`src/rtl/mips_pkg.sv`:
```
// Shared MIPS pipeline definitions: forwarding select encodings and the
// scoreboard slot record used by the forwarding unit.
package mips_pkg;

    localparam int unsigned REG_BITS = 5;
    localparam int unsigned CNT_BITS = 16;

    localparam logic [1:0] FWD_RF      = 2'b00;
    localparam logic [1:0] FWD_EXMEM   = 2'b01;
    localparam logic [1:0] FWD_MEMWB   = 2'b10;
    localparam logic [1:0] FWD_WBHOLD  = 2'b11;

    localparam logic [REG_BITS-1:0] REG_ZERO = REG_BITS'(0);

    // One in-flight instruction as seen by the scoreboard.
    typedef struct packed {
        logic                valid;
        logic                wr_en;
        logic [REG_BITS-1:0] wr_reg;
        logic                is_load;
    } slot_t;

    // True when a slot will produce the value of register r (never for $0).
    function automatic logic slot_hits(slot_t s, logic [REG_BITS-1:0] r);
        return s.valid && s.wr_en && (r != REG_ZERO) && (s.wr_reg == r);
    endfunction

endpackage

```
`src/rtl/forwarding_unit_if.sv`:
```
// ID-stage <-> forwarding unit bus.
//   master: ID stage (drives instruction fields, flush; receives stall/selects)
//   slave : forwarding unit
interface forwarding_unit_if;
    import mips_pkg::*;

    logic                id_valid;
    logic [REG_BITS-1:0] id_rs;
    logic [REG_BITS-1:0] id_rt;
    logic                id_uses_rs;
    logic                id_uses_rt;
    logic                id_wr_en;
    logic [REG_BITS-1:0] id_wr_reg;
    logic                id_is_load;
    logic                flush;
    logic                stall;
    logic [1:0]          fwd_a_sel;
    logic [1:0]          fwd_b_sel;
    logic [CNT_BITS-1:0] stall_count;

    modport master (
        output id_valid, id_rs, id_rt, id_uses_rs, id_uses_rt,
               id_wr_en, id_wr_reg, id_is_load, flush,
        input  stall, fwd_a_sel, fwd_b_sel, stall_count
    );

    modport slave (
        input  id_valid, id_rs, id_rt, id_uses_rs, id_uses_rt,
               id_wr_en, id_wr_reg, id_is_load, flush,
        output stall, fwd_a_sel, fwd_b_sel, stall_count
    );

endinterface

```
`src/rtl/forwarding_unit_fwd_select.sv`:
```
// Combinational priority encoder: one source register against the
// EX/MEM/WB scoreboard slots. Nearest producer wins.
//   i_reg, i_uses        : source register index and whether it is read
//   i_ex, i_mem, i_wb    : scoreboard slots
//   o_sel_c              : operand mux select
//   o_fwd_load_c         : the chosen producer is a load
module fwd_select
    import mips_pkg::*;
(
    input  logic [REG_BITS-1:0] i_reg,
    input  logic                i_uses,
    input  slot_t               i_ex,
    input  slot_t               i_mem,
    input  slot_t               i_wb,
    output logic [1:0]          o_sel_c,
    output logic                o_fwd_load_c
);

    always_comb begin
        o_sel_c      = FWD_RF;
        o_fwd_load_c = 1'b0;
        if (i_uses && slot_hits(i_ex, i_reg)) begin
            o_sel_c      = FWD_EXMEM;
            o_fwd_load_c = i_ex.is_load;
        end else if (i_uses && slot_hits(i_mem, i_reg)) begin
            o_sel_c      = FWD_MEMWB;
            o_fwd_load_c = i_mem.is_load;
        end else if (i_uses && slot_hits(i_wb, i_reg)) begin
            o_sel_c      = FWD_WBHOLD;
            o_fwd_load_c = i_wb.is_load;
        end
    end

endmodule

```
`src/rtl/forwarding_unit.sv`:
```
// EX-stage operand forwarding and load-use stall controller.
//   clk, reset : clock, synchronous active-high reset
//   bus        : ID instruction fields and flush in; stall (combinational),
//                registered fwd_a_sel/fwd_b_sel and saturating stall_count out
module forwarding_unit
    import mips_pkg::*;
(
    input  logic              clk,
    input  logic              reset,
    forwarding_unit_if.slave  bus
);

    slot_t               r_ex;
    slot_t               r_mem;
    slot_t               r_wb;
    logic [1:0]          r_fwd_a_sel;
    logic [1:0]          r_fwd_b_sel;
    logic [CNT_BITS-1:0] r_stall_count;

    logic [1:0] w_sel_a_c;
    logic [1:0] w_sel_b_c;
    logic       w_load_a_c;
    logic       w_load_b_c;
    logic       w_load_use;
    logic       w_stall;
    logic       w_advance;
    slot_t      w_id_slot;

    fwd_select u_sel_a (
        .i_reg        (bus.id_rs),
        .i_uses       (bus.id_uses_rs),
        .i_ex         (r_ex),
        .i_mem        (r_mem),
        .i_wb         (r_wb),
        .o_sel_c      (w_sel_a_c),
        .o_fwd_load_c (w_load_a_c)
    );

    fwd_select u_sel_b (
        .i_reg        (bus.id_rt),
        .i_uses       (bus.id_uses_rt),
        .i_ex         (r_ex),
        .i_mem        (r_mem),
        .i_wb         (r_wb),
        .o_sel_c      (w_sel_b_c),
        .o_fwd_load_c (w_load_b_c)
    );

    // A load still in EX cannot forward yet; a load in MEM/WB never stalls.
    assign w_load_use = ((w_sel_a_c == FWD_EXMEM) && w_load_a_c) ||
                        ((w_sel_b_c == FWD_EXMEM) && w_load_b_c);

    // Flush dominates a hazard; reset masks the stall entirely.
    assign w_stall   = !reset && bus.id_valid && !bus.flush && w_load_use;
    assign w_advance = bus.id_valid && !w_stall && !bus.flush;

    assign w_id_slot = '{valid:   1'b1,
                         wr_en:   bus.id_wr_en,
                         wr_reg:  bus.id_wr_reg,
                         is_load: bus.id_is_load};

    // Scoreboard shift, select registers and stall counter.
    always_ff @(posedge clk) begin
        if (reset) begin
            r_ex          <= '0;
            r_mem         <= '0;
            r_wb          <= '0;
            r_fwd_a_sel   <= FWD_RF;
            r_fwd_b_sel   <= FWD_RF;
            r_stall_count <= '0;
        end else begin
            r_wb          <= r_mem;
            r_mem         <= r_ex;
            r_ex          <= w_advance ? w_id_slot : '0;
            r_fwd_a_sel   <= w_advance ? w_sel_a_c : FWD_RF;
            r_fwd_b_sel   <= w_advance ? w_sel_b_c : FWD_RF;
            if (w_stall && (r_stall_count != {CNT_BITS{1'b1}})) begin
                r_stall_count <= r_stall_count + CNT_BITS'(1);
            end
        end
    end

    assign bus.stall       = w_stall;
    assign bus.fwd_a_sel   = r_fwd_a_sel;
    assign bus.fwd_b_sel   = r_fwd_b_sel;
    assign bus.stall_count = r_stall_count;

endmodule

```
`src/flat_wrapper.sv`:
```
// flat-port wrapper written by rule: the top's interface ports become plain ports
module forwarding_unit_flat import mips_pkg::*;
  (clk, reset, bus_id_valid, bus_id_rs, bus_id_rt, bus_id_uses_rs, bus_id_uses_rt, bus_id_wr_en, bus_id_wr_reg, bus_id_is_load, bus_flush, bus_stall, bus_fwd_a_sel, bus_fwd_b_sel, bus_stall_count);
  forwarding_unit_if bus_i ();
  input  logic clk;
  input  logic reset;
  input wire logic [$bits(bus_i.id_valid)-1:0] bus_id_valid;
  input wire logic [$bits(bus_i.id_rs)-1:0] bus_id_rs;
  input wire logic [$bits(bus_i.id_rt)-1:0] bus_id_rt;
  input wire logic [$bits(bus_i.id_uses_rs)-1:0] bus_id_uses_rs;
  input wire logic [$bits(bus_i.id_uses_rt)-1:0] bus_id_uses_rt;
  input wire logic [$bits(bus_i.id_wr_en)-1:0] bus_id_wr_en;
  input wire logic [$bits(bus_i.id_wr_reg)-1:0] bus_id_wr_reg;
  input wire logic [$bits(bus_i.id_is_load)-1:0] bus_id_is_load;
  input wire logic [$bits(bus_i.flush)-1:0] bus_flush;
  output wire logic [$bits(bus_i.stall)-1:0] bus_stall;
  output wire logic [$bits(bus_i.fwd_a_sel)-1:0] bus_fwd_a_sel;
  output wire logic [$bits(bus_i.fwd_b_sel)-1:0] bus_fwd_b_sel;
  output wire logic [$bits(bus_i.stall_count)-1:0] bus_stall_count;
  assign bus_i.id_valid = bus_id_valid;
  assign bus_i.id_rs = bus_id_rs;
  assign bus_i.id_rt = bus_id_rt;
  assign bus_i.id_uses_rs = bus_id_uses_rs;
  assign bus_i.id_uses_rt = bus_id_uses_rt;
  assign bus_i.id_wr_en = bus_id_wr_en;
  assign bus_i.id_wr_reg = bus_id_wr_reg;
  assign bus_i.id_is_load = bus_id_is_load;
  assign bus_i.flush = bus_flush;
  assign bus_stall = bus_i.stall;
  assign bus_fwd_a_sel = bus_i.fwd_a_sel;
  assign bus_fwd_b_sel = bus_i.fwd_b_sel;
  assign bus_stall_count = bus_i.stall_count;
  forwarding_unit u_core (.clk(clk), .reset(reset), .bus(bus_i));
endmodule
```
`config.mk`:
```
export PLATFORM = sky130hd
export DESIGN_NAME = forwarding_unit_flat
export DESIGN_NICKNAME = d
export VERILOG_FILES = /design/src/rtl/mips_pkg.sv /design/src/rtl/forwarding_unit_if.sv /design/src/rtl/forwarding_unit_fwd_select.sv /design/src/rtl/forwarding_unit.sv /design/src/flat_wrapper.sv
export SDC_FILE = /design/constraint.sdc
export NUM_CORES = 1
export LEC_CHECK = 0
export ABC_CLOCK_PERIOD_IN_PS = 2500
export CORE_UTILIZATION = 25
export CTS_CLUSTER_SIZE = 40
export DETAILED_ROUTE_END_ITERATION = 10
export PLACE_DENSITY = 0.52
export SETUP_SLACK_MARGIN = 0.05
export SLEW_MARGIN = 10
export SYNTH_ARGS = -nofsm -noshare
export SYNTH_HDL_FRONTEND = slang
export SYNTH_SLANG_ARGS = --single-unit
```
`constraint.sdc`:
```
create_clock -name clk -period 2.5 [get_ports clk]
set_clock_uncertainty 0.1 [all_clocks]
set_input_delay 0.5 -clock clk [delete_from_list [all_inputs] [get_ports clk]]
set_output_delay 0.5 -clock clk [all_outputs]
set_load 0.01 [all_outputs]
```
==> flow_metrics.env, run 1 <==
export IMPL_status="finished clean"
export IMPL_grt_pass1_vias=1665
export IMPL_synth_edf_count=0
export IMPL_fin_hold_ws_ps=385
export IMPL_p_sw_uw=278
export IMPL_grt_total_usage=0.116
export IMPL_switching_share=0.230
export IMPL_crit_top_cell="buf_2"
export IMPL_dp_final_hpwl_um=3530
export IMPL_cp_cell_sequence="buf_2 > or4_4 > o21ai_4 > nor3_4 > o21ai_2 > inv_1 > buf_2"
export IMPL_gp_congestion=0.787
export IMPL_cts_htree_levels=2
export IMPL_cp_num_buf_inv=3
export IMPL_syn_nets=234
export IMPL_hp_start="u_core.r_mem[6]"
export IMPL_synth_most_common_cell="dfxtp_1"
export IMPL_pwr_share_comb=0.099
export IMPL_end_kind="output port"
export IMPL_detail_route_iter0_violations=50
export IMPL_syn_inst=210
export IMPL_layout_cells_non_filler=377
export IMPL_cts_sinks=42
export IMPL_diodes=0
export IMPL_final_setup_tns_ps=0
export IMPL_cp_start_kind="input pin"
export IMPL_crit_slowest_cell="or4_4"
export IMPL_dieArea_mm2=0.00822
export IMPL_worst_pin_slew_ps=352
export IMPL_synth_area_mm2=0.00196
export IMPL_multi_input_comb_area_mm2=0.00112
export IMPL_vias=1665
export IMPL_r2r_end="u_core.bus.stall_count[15]"
export IMPL_intPower_uw=932
export IMPL_wirelength_um=4570
export IMPL_drive_gt1_frac=0.183
export IMPL_synth_avg_cell_area_um2=9.35
export IMPL_cts_buffers=5
export IMPL_path_delay_family="simple AND/OR/NAND/NOR gates"
export IMPL_cts_buffer_depth=2
export IMPL_grt_pass1_wl_um=7600
export IMPL_synth_seq_cells=42
export IMPL_drtPass1Iterations=4
export IMPL_r2r_start="u_core.r_ex[4]"
export IMPL_holdPathStages=1
export IMPL_clock_latency_ps=290
export IMPL_total_power_mw=1.21
export IMPL_cpPeakStageDelay_ps=540
export IMPL_fill_cells=769
export IMPL_hold_viol=0
export IMPL_grt_max_degree=33
export IMPL_layout_worst_path_cycle_share=0.940
export IMPL_synthTopCellsByCount="dfxtp_1, xnor2_1, nor2b_1, nand3_1"
export IMPL_drv_slew=0
export IMPL_synth_area_leaders="dfxtp_1, xnor2_1, nor2b_1"
export IMPL_core_area_mm2=0.00741
export IMPL_clk_pin_slew_worst_paths_ps=80
export IMPL_dieHeight_um=90.6
export IMPL_drv_cap=0
export IMPL_wl_per_cell_um=12.1
export IMPL_synth_top_area_frac=0.428
export IMPL_cts_hold_buf=0
export IMPL_required_ps=1900
export IMPL_cts_tree="done"
export IMPL_yosys_warnings=0
export IMPL_rows=31
export IMPL_worstHoldEndpoint="u_core.r_wb[6]"
export IMPL_setup_violations=0
export IMPL_dpl_cell_count=368
export IMPL_power_frac_clock=0.339
export IMPL_r2r_cells=7
export IMPL_cellPowerDensity_mw_per_mm2=441
export IMPL_overflow=0
export IMPL_ff2ff_setup_slack_ps=450
export IMPL_fmax_ghz=0.426
export IMPL_slew_limit_headroom=0.765
export IMPL_synthArstFlopShare=0
export IMPL_remaining_drc_errors=0
export IMPL_ir_worst_vdd_uv=167
export IMPL_synth_largest_area_cell="dfxtp_1"
export IMPL_nets=302
export IMPL_synth_main_ff_cell="dfxtp_1"
export IMPL_hold_path_class="flop to flop"
export IMPL_worstSetupPathType="input pin to output port"
export IMPL_initial_core_util=0.265
export IMPL_seq_area_um2=841
export IMPL_crit_path_max_fanout=2
export IMPL_antenna_left=0
export IMPL_rsz0062_at_grt="no"
export IMPL_antenna_found_initial=0
export IMPL_period_needed_ps=2350
export IMPL_yosysSeqAreaShare=0.428
export IMPL_leakage_nw=0.926
export IMPL_root_buffer="clkbuf_8"
export IMPL_vias_per_cell=4.42
export IMPL_power_frac_seq=0.563
export IMPL_startpoint="bus_id_rt[1]"
export IMPL_crit_arrival_ps=1750
export IMPL_syn_to_final_growth_pct=39.7
export IMPL_synth_cell_types=31
export IMPL_die_w_um=90.6
export IMPL_port_buffers=43
export IMPL_pin_count=44
==> registers in the layout, indices dropped and copies added (netlist names) <==
| register | flops |
|---|---|
| u_core.bus.stall_count | 16 |
| u_core.r_ex | 8 |
| u_core.r_mem | 7 |
| u_core.r_wb | 7 |
| u_core.bus.fwd_a_sel | 2 |
| u_core.bus.fwd_b_sel | 2 |
==> metal layers <==
layer  routed length (um)  global-route usage  vias up  part of all wire
met2                 2150               0.198       38              0.47
met1                 2180               0.145      753              0.48
met5                    0                   0        -                 0
met3                  185              0.0269        5             0.041
met4                   51              0.0363        0             0.011
li1                     -                   -      869                 -
==> power by group through the flow <==
stage               combinational (mW)  sequential [mW]  clock [mW]
finish                           0.119            0.681       0.410
global route                     0.131            0.682       0.457
CTS                              0.122            0.681       0.428
detailed placement               0.120            0.697           0
global placement                 0.120            0.697           0
floorplan                       0.0488            0.696           0
==> logic make-up (layout without fill, tap and decap cells) <==
kind of cell	Yosys count	count (layout)	share of synthesized area
mux	3	3	0.0204
fa+ha+maj	1	1	0.00637
compound gates	31	31	0.106
simple gates	91	91	0.277
xor+xnor	32	32	0.143
buf+inv	10	78	0.0197
flops	42	42	0.428
==> metrics by stage <==
step | area [um^2] | util | setup slack [ps]
after detailed placement | 2660 | 0.359 | -588
after floorplan | 1960 | - | 210
after global routing | 2740 | 0.370 | 51.7
after CTS | 2750 | 0.371 | 56.6
after global placement | 2660 | 0.359 | -552
final | 2740 | 0.370 | 151
==> area by class of cell <==
class / instances / share of cell area
Multi-Input combinational cell: 158 / 0.408
Sequential cell: 42 / 0.306
Timing Repair Buffer: 66 / 0.205
Tap cell: 99 / 0.0451
Clock buffer: 5 / 0.0251
Inverter: 5 / 0.00684
Clock inverter: 2 / 0.00365
==> worst max path at each step <==
stage	depth (start not counted)	slack (ps)	endpoint
2_1_floorplan	5	210	bus_stall
3_3_place_gp	7	-550	bus_stall
3_5_place_dp	7	-590	bus_stall
4_1_cts	7	60	bus_stall
5_1_grt	7	50	bus_stall
6_report	7	150	bus_stall
==> layout by cell type, fill, tap and decap left out, types with 4 or more instances in the layout <==
| cell type | count |
|---|---|
| nand3_1 | 13 |
| buf_4 | 23 |
| nor2b_1 | 18 |
| nand4_1 | 9 |
| clkbuf_8 | 5 |
| inv_1 | 5 |
| clkdlybuf4s50_1 | 34 |
| dfxtp_1 | 42 |
| o21ai_0 | 9 |
| clkbuf_2 | 4 |
| and2_1 | 7 |
| a21oi_1 | 11 |
| nand2_1 | 5 |
| nor3_1 | 4 |
| or3_1 | 8 |
| buf_2 | 4 |
| xnor2_1 | 29 |
| nor2_1 | 11 |
==> timing repair <==
| action | 4_1_cts | 5_1_grt |
|---|---|---|
| cloned | 0 | 0 |
| hold endpoints to repair | 0 | 0 |
| setup buffers | 2 | 0 |
| pin swaps | 7 | 9 |
| resized for setup | 28 | 7 |
| endpoints found under the setup margin | 18 | 5 |
Power figures use the tool's default switching activity.
==> run 2: changes to the inputs <==
--- a/config.mk
+++ b/config.mk
@@ -6,10 +6,11 @@
 export NUM_CORES = 1
 export LEC_CHECK = 0
 export ABC_CLOCK_PERIOD_IN_PS = 2500
+export CORE_ASPECT_RATIO = 1.1
 export CORE_UTILIZATION = 25
 export CTS_CLUSTER_SIZE = 40
 export DETAILED_ROUTE_END_ITERATION = 10
-export PLACE_DENSITY = 0.52
+export PLACE_DENSITY = 0.51
 export SETUP_SLACK_MARGIN = 0.05
 export SLEW_MARGIN = 10
 export SYNTH_ARGS = -nofsm -noshare
==> run 2 against run 1 <==
Core utilization decreased by 0.075 points. Setup slack got worse by 56 ps. Largest cell class unchanged. Critical path depth unchanged. Power increased by 1.9%. Critical endpoint unchanged. Non-clock buffer count increased by 1. Final area increased by 1.2%. Worst hold slack about the same.
==> flow_metrics.env, run 2 (synthesis results as in run 1) <==
export IMPL_cts_tree="done"
export IMPL_worstSetupPathType="input pin to output port"
export IMPL_critPathCapture="bus_stall"
export IMPL_wirelength_um=4460
export IMPL_clock_latency_ps=290
export IMPL_use_met1=0.139
export IMPL_antenna_left=0
export IMPL_nets=303
export IMPL_remaining_drc_errors=0
export IMPL_r2r_end="u_core.bus.stall_count[9]"
export IMPL_cpPeakStageDelay_ps=490
export IMPL_slew_limit_headroom=0.774
export IMPL_post_route_util=0.370
export IMPL_drv_cap=0
export IMPL_root_buffer="clkbuf_8"
export IMPL_total_power_mw=1.23
export IMPL_clk_pin_slew_worst_paths_ps=80
export IMPL_hp_start="u_core.r_mem[6]"
export IMPL_rows=33
export IMPL_crit_path_max_fanout=2
export IMPL_r2r_start="u_core.r_ex[4]"
export IMPL_drv_slew=0
export IMPL_setup_violations=0
export IMPL_cts_hold_buf=0
export IMPL_status="finished clean"
export IMPL_port_buffers=43
export IMPL_crit_arrival_ps=1800
export IMPL_crit_slowest_cell="or4_4"
export IMPL_use_met3=0.0280
export IMPL_vias_per_cell=4.37
export IMPL_end_kind="output port"
export IMPL_cp_num_buf_inv=3
export IMPL_dieHeight_um=95.0
export IMPL_cellPowerDensity_mw_per_mm2=444
export IMPL_vias=1683
export IMPL_ir_worst_vdd_uv=181
export IMPL_rsz0062_at_grt="no"
export IMPL_pin_count=44
export IMPL_grt_pass1_vias=1640
export IMPL_dp_final_hpwl_um=3510
export IMPL_overflow=0
export IMPL_period_needed_ps=2400
export IMPL_cts_buffers=5
export IMPL_required_ps=1900
export IMPL_path_depth=7
export IMPL_top_usage_layer="met2"
export IMPL_final_cell_mix="dfxtp_1, clkdlybuf4s50_1, xnor2_1"
export IMPL_diodes=0
export IMPL_initial_core_util=0.261
export IMPL_grt_pass1_wl_um=7540
export IMPL_drive_gt1_frac=0.186
export IMPL_hold_viol=0
export IMPL_syn_to_final_growth_pct=41.4
export IMPL_cts_buffer_depth=2
export IMPL_largest_register_ffs=16
export IMPL_ff2ff_setup_slack_ps=450
export IMPL_hold_path_class="flop to flop"
export IMPL_wl_per_cell_um=11.6
export IMPL_antenna_found_initial=0
export IMPL_worst_pin_slew_ps=339
export IMPL_cp_cell_sequence="clkdlybuf4s15_1 > or4_4 > o21ai_4 > nor3_4 > o21ai_2 > inv_1 > buf_2"
export IMPL_final_common_cell="dfxtp_1"
export IMPL_grt_total_usage=0.122
export IMPL_startpoint="bus_id_rs[3]"
export IMPL_layout_cells_non_filler=385
export IMPL_path_delay_family="simple AND/OR/NAND/NOR gates"
export IMPL_r2r_cells=8
export IMPL_core_area_mm2=0.00751
export IMPL_cts_htree_levels=2
export IMPL_cts_sinks=42
export IMPL_cp_start_kind="input pin"
export IMPL_gp_congestion=0.778
export IMPL_grt_use_met2=0.214
export IMPL_grt_max_degree=33
export IMPL_fmax_ghz=0.416
export IMPL_drtPass1Iterations=4
export IMPL_dpl_cell_count=375
export IMPL_die_w_um=86.5
export IMPL_leakage_nw=0.947
export IMPL_dieArea_mm2=0.00822
export IMPL_detail_route_iter0_violations=32
export IMPL_layout_worst_path_cycle_share=0.962
[run 2: cell types whose count changed in the layout (fill, tap and decap cells not counted), sizes merged]
cell / delta
clkbuf: -2
clkinvlp: +1
dlymetal6s2s: +1
buf: +1
clkdlybuf4s15: +1
dlygate4sd2: +1
clkdlybuf4s50: -1
[run 2: area by class of cell]
type                    count  area [um^2]
repair buffers             67          582
fillers                   808         4740
well taps                 105          131
clock buffers               5         68.8
clock inverters             3         21.3
multi-input cells         158         1110
inverters                   5         18.8
flip-flops and latches     42          841
[run 2: timing repair]
action	4_1_cts	5_1_grt
gates resized for setup	27	6
pin swaps	7	10
endpoints found under the hold margin	0	0
endpoints found under the setup margin	18	6
buffers inserted	2	0
[run 2: through the flow]
stage / TNS, ps / hold slack (ps) / cell area (um^2) / setup WS (ps)
after floorplan: 0 / 359 / 1960 / 210
after global placement: -6190 / 375 / 2670 / -548
after detailed placement: -7790 / 376 / 2670 / -585
after CTS: 0 / 388 / 2780 / 54.2
after global routing: 0 / 405 / 2780 / 55.5
final: 0 / 385 / 2780 / 95.4
[run 2: worst min path at each step]
| stage | to | slack, ps | cells after the start |
|---|---|---|---|
| after floorplan | u_core.r_mem[6] | 360 | 1 |
| after global placement | u_core.r_wb[7] | 380 | 1 |
| after detailed placement | u_core.r_wb[6] | 380 | 1 |
| after CTS | u_core.r_wb[6] | 390 | 1 |
| after global routing | u_core.r_wb[7] | 410 | 1 |
| final | u_core.r_wb[6] | 380 | 1 |
[run 2: where the power goes]
group	switching (mW)	total, mW	internal (mW)
logic	0.0499	0.121	0.0707
registers	0.00582	0.681	0.675
clock network	0.236	0.432	0.196
[run 2: metal layers]
metal	up-vias	share of wire
li1	871	-
met1	754	0.44
met2	50	0.49
met3	8	0.049
met4	0	0.021
met5	-	0
[run 2: worst register-to-register path, delay by kind of cell (launching register included)]
kind / cells / cell delay, ps
buffers and inverters: 2 / 370
AOI/OAI and AO/OA: 2 / 300
xor gates and xnor gates: 1 / 150
DFF: 1 / 380
and+or+nand+nor: 3 / 680
==> variant, RTL diff (flow settings as in run 1) <==
The package constant `REG_BITS` goes from 5 to 7.
--- a/src/rtl/mips_pkg.sv
+++ b/src/rtl/mips_pkg.sv
@@ -2,7 +2,7 @@
 // scoreboard slot record used by the forwarding unit.
 package mips_pkg;
 
-    localparam int unsigned REG_BITS = 5;
+    localparam int unsigned REG_BITS = 7;
     localparam int unsigned CNT_BITS = 16;
 
     localparam logic [1:0] FWD_RF      = 2'b00;
Ports: changed (resized bus_id_rs, bus_id_rt and bus_id_wr_reg); port bits go from 44 to 50. No check against the original RTL was run, so the function may have changed too.
==> variant against run 1 <==
Power increased by 17%. The run now ends with negative setup slack left. Via count up 15%. Critical endpoint unchanged. Non-clock buffer count increased by 15. Setup slack worse by 0.27 ns. Cell area up 18%. Routed wire length increased by 22%. Fmax down 10%. Area after synthesis increased by 15%. Utilization is 0.064 points higher. Sequential power up 15%. Critical path type unchanged. Sequential cell count is 6 higher. Global-route usage increased by 0.63 points.
==> variant: results (changes against run 1) <==
Finished Layout Cells=429 (+14%); status=finished, violations left; reg-to-reg slack, setup=-0.02 ns (-0.47 ns); post-synthesis compound-gate area fraction=10.4% (-0.21 points); placed insts=417 (+13%); most instantiated cells after synthesis=dfxtp_1 (48), xnor2_1 (28), nor2b_1 (22), xor2_1 (16), a21oi_1 (15); Static Leak=1.20 nW (+30%); hpwl dp=4.31 mm (+22%); NumNets Final=350 (+16%); mux share of post-synthesis cell area=0.443% (-1.6 points); adder-cell share of the synthesized area=0.554% (-0.083 points); Slew HR=75.5% (-1.0 points); Post-Route Setup TNS=-0.166 ns (-0.166 ns); vias in the first global route=1885 (+13%); Area contributors post-synth=dfxtp_1 (43%), xnor2_1 (11%), xor2_1 (6.2%), nor2b_1 (6.1%), a21oi_1 (3.3%); vias per cell=4.46 (+0.97%); combinational share of power=11.0% (+1.1 points); first-pass GRT wire length=9.22 mm (+21%); sequential area share after synthesis=42.5% (-0.25 points); reg2reg path depth=8 (+1); Total GRT Usage=12.3% (+0.63 points); critical path arrival=2.01 ns (+0.26 ns); final wirelength=5.56 mm (+22%); final worst-path setup slack=-0.115 ns (-0.266 ns); peak supply drop=197 uV (+18%); Synthesized Nets=270 (+15%); Setup violations, final=4 (+4); failing checks=negative setup slack; post-synth cell types=33 (+6.5%); # port buffers=49 (+14%)
variant: cell count changes in the layout (fill, tap and decap cells not counted), moves of 4 or more:
cell           change
a21oi_1            +4
nand3_1            -6
nor2b_1            +4
dlygate4sd2_1      +4
and3_1             +7
nand2_1            +4
buf_6              +4
xor2_1            +13
buf_4              +6
dfxtp_1            +4
nor2_1             -5
variant: worst max-delay path by stage:
| stage | from | to | slack [ns] | cells past startpoint |
|---|---|---|---|---|
| 2_1_floorplan | bus_id_rt[3] | bus_stall | 0.03 | 6 |
| 3_3_place_gp | bus_id_rt[3] | bus_stall | -0.90 | 8 |
| 3_5_place_dp | bus_id_rt[3] | bus_stall | -0.88 | 8 |
| 4_1_cts | u_core.r_ex[4] | bus_stall | -0.13 | 7 |
| 5_1_grt | bus_id_rt[3] | bus_stall | -0.16 | 8 |
| 6_report | bus_id_rt[3] | bus_stall | -0.11 | 8 |
variant: repair_timing:
item / in CTS / in global routing
buffers inserted: 2 / 2
resized for setup: 41 / 10
setup endpoints to repair: 22 / 12
pin swaps: 8 / 7
variant: cell type report:
class | count | share of cell area [%]
clock buffer | 5 | 2.13
sequential | 48 | 29.8
clock inverter | 3 | 0.696
multi-input combinational | 181 | 40.4
timing repair buffer | 81 | 22.4
inverter | 3 | 0.348
tap | 108 | 4.18
variant: per-layer routing:
| layer | wire length [um] | global-route usage, % |
|---|---|---|
| met1 | 2760 | 16.3 |
| met2 | 2560 | 19.7 |
| met3 | 159 | 2.38 |
| met4 | 78 | 4.36 |
| met5 | 0 | 0 |
variant: worst max-delay path, cell delays in order:
cell,delay (ns)
buf_6,0.10
or4_4,0.53
o41ai_4,0.38
nor3_4,0.09
o21ai_2,0.14
buf_6,0.12
nor2_4,0.03
buf_6,0.11
variant: kinds of logic (layout without fill, tap and decap cells):
family | Yosys count | in the layout
buffers and inverters | 11 | 92
AO/OA/AOI/OAI | 35 | 35
adder cells (fa/ha/maj) | 1 | 1
XOR/XNOR | 44 | 44
flip-flops | 48 | 48
multiplexers | 1 | 1
AND/OR/NAND/NOR | 100 | 100
variant: power groups by stage:
stage	Combinational, mW	Clock, mW	Sequential, mW
6_report	0.156	0.480	0.781
5_1_grt	0.168	0.532	0.783
4_1_cts	0.155	0.500	0.781
3_5_place_dp	0.157	0	0.799
3_3_place_gp	0.157	0	0.799
2_1_floorplan	0.0600	0	0.796
variant: per-stage QoR:
step | worst slack [ns] | hold slack, ns
global placement | -0.902 | 0.359
finish | -0.115 | 0.366
CTS | -0.134 | 0.368
global route | -0.155 | 0.386
floorplan | 0.0338 | 0.338
detailed placement | -0.884 | 0.358
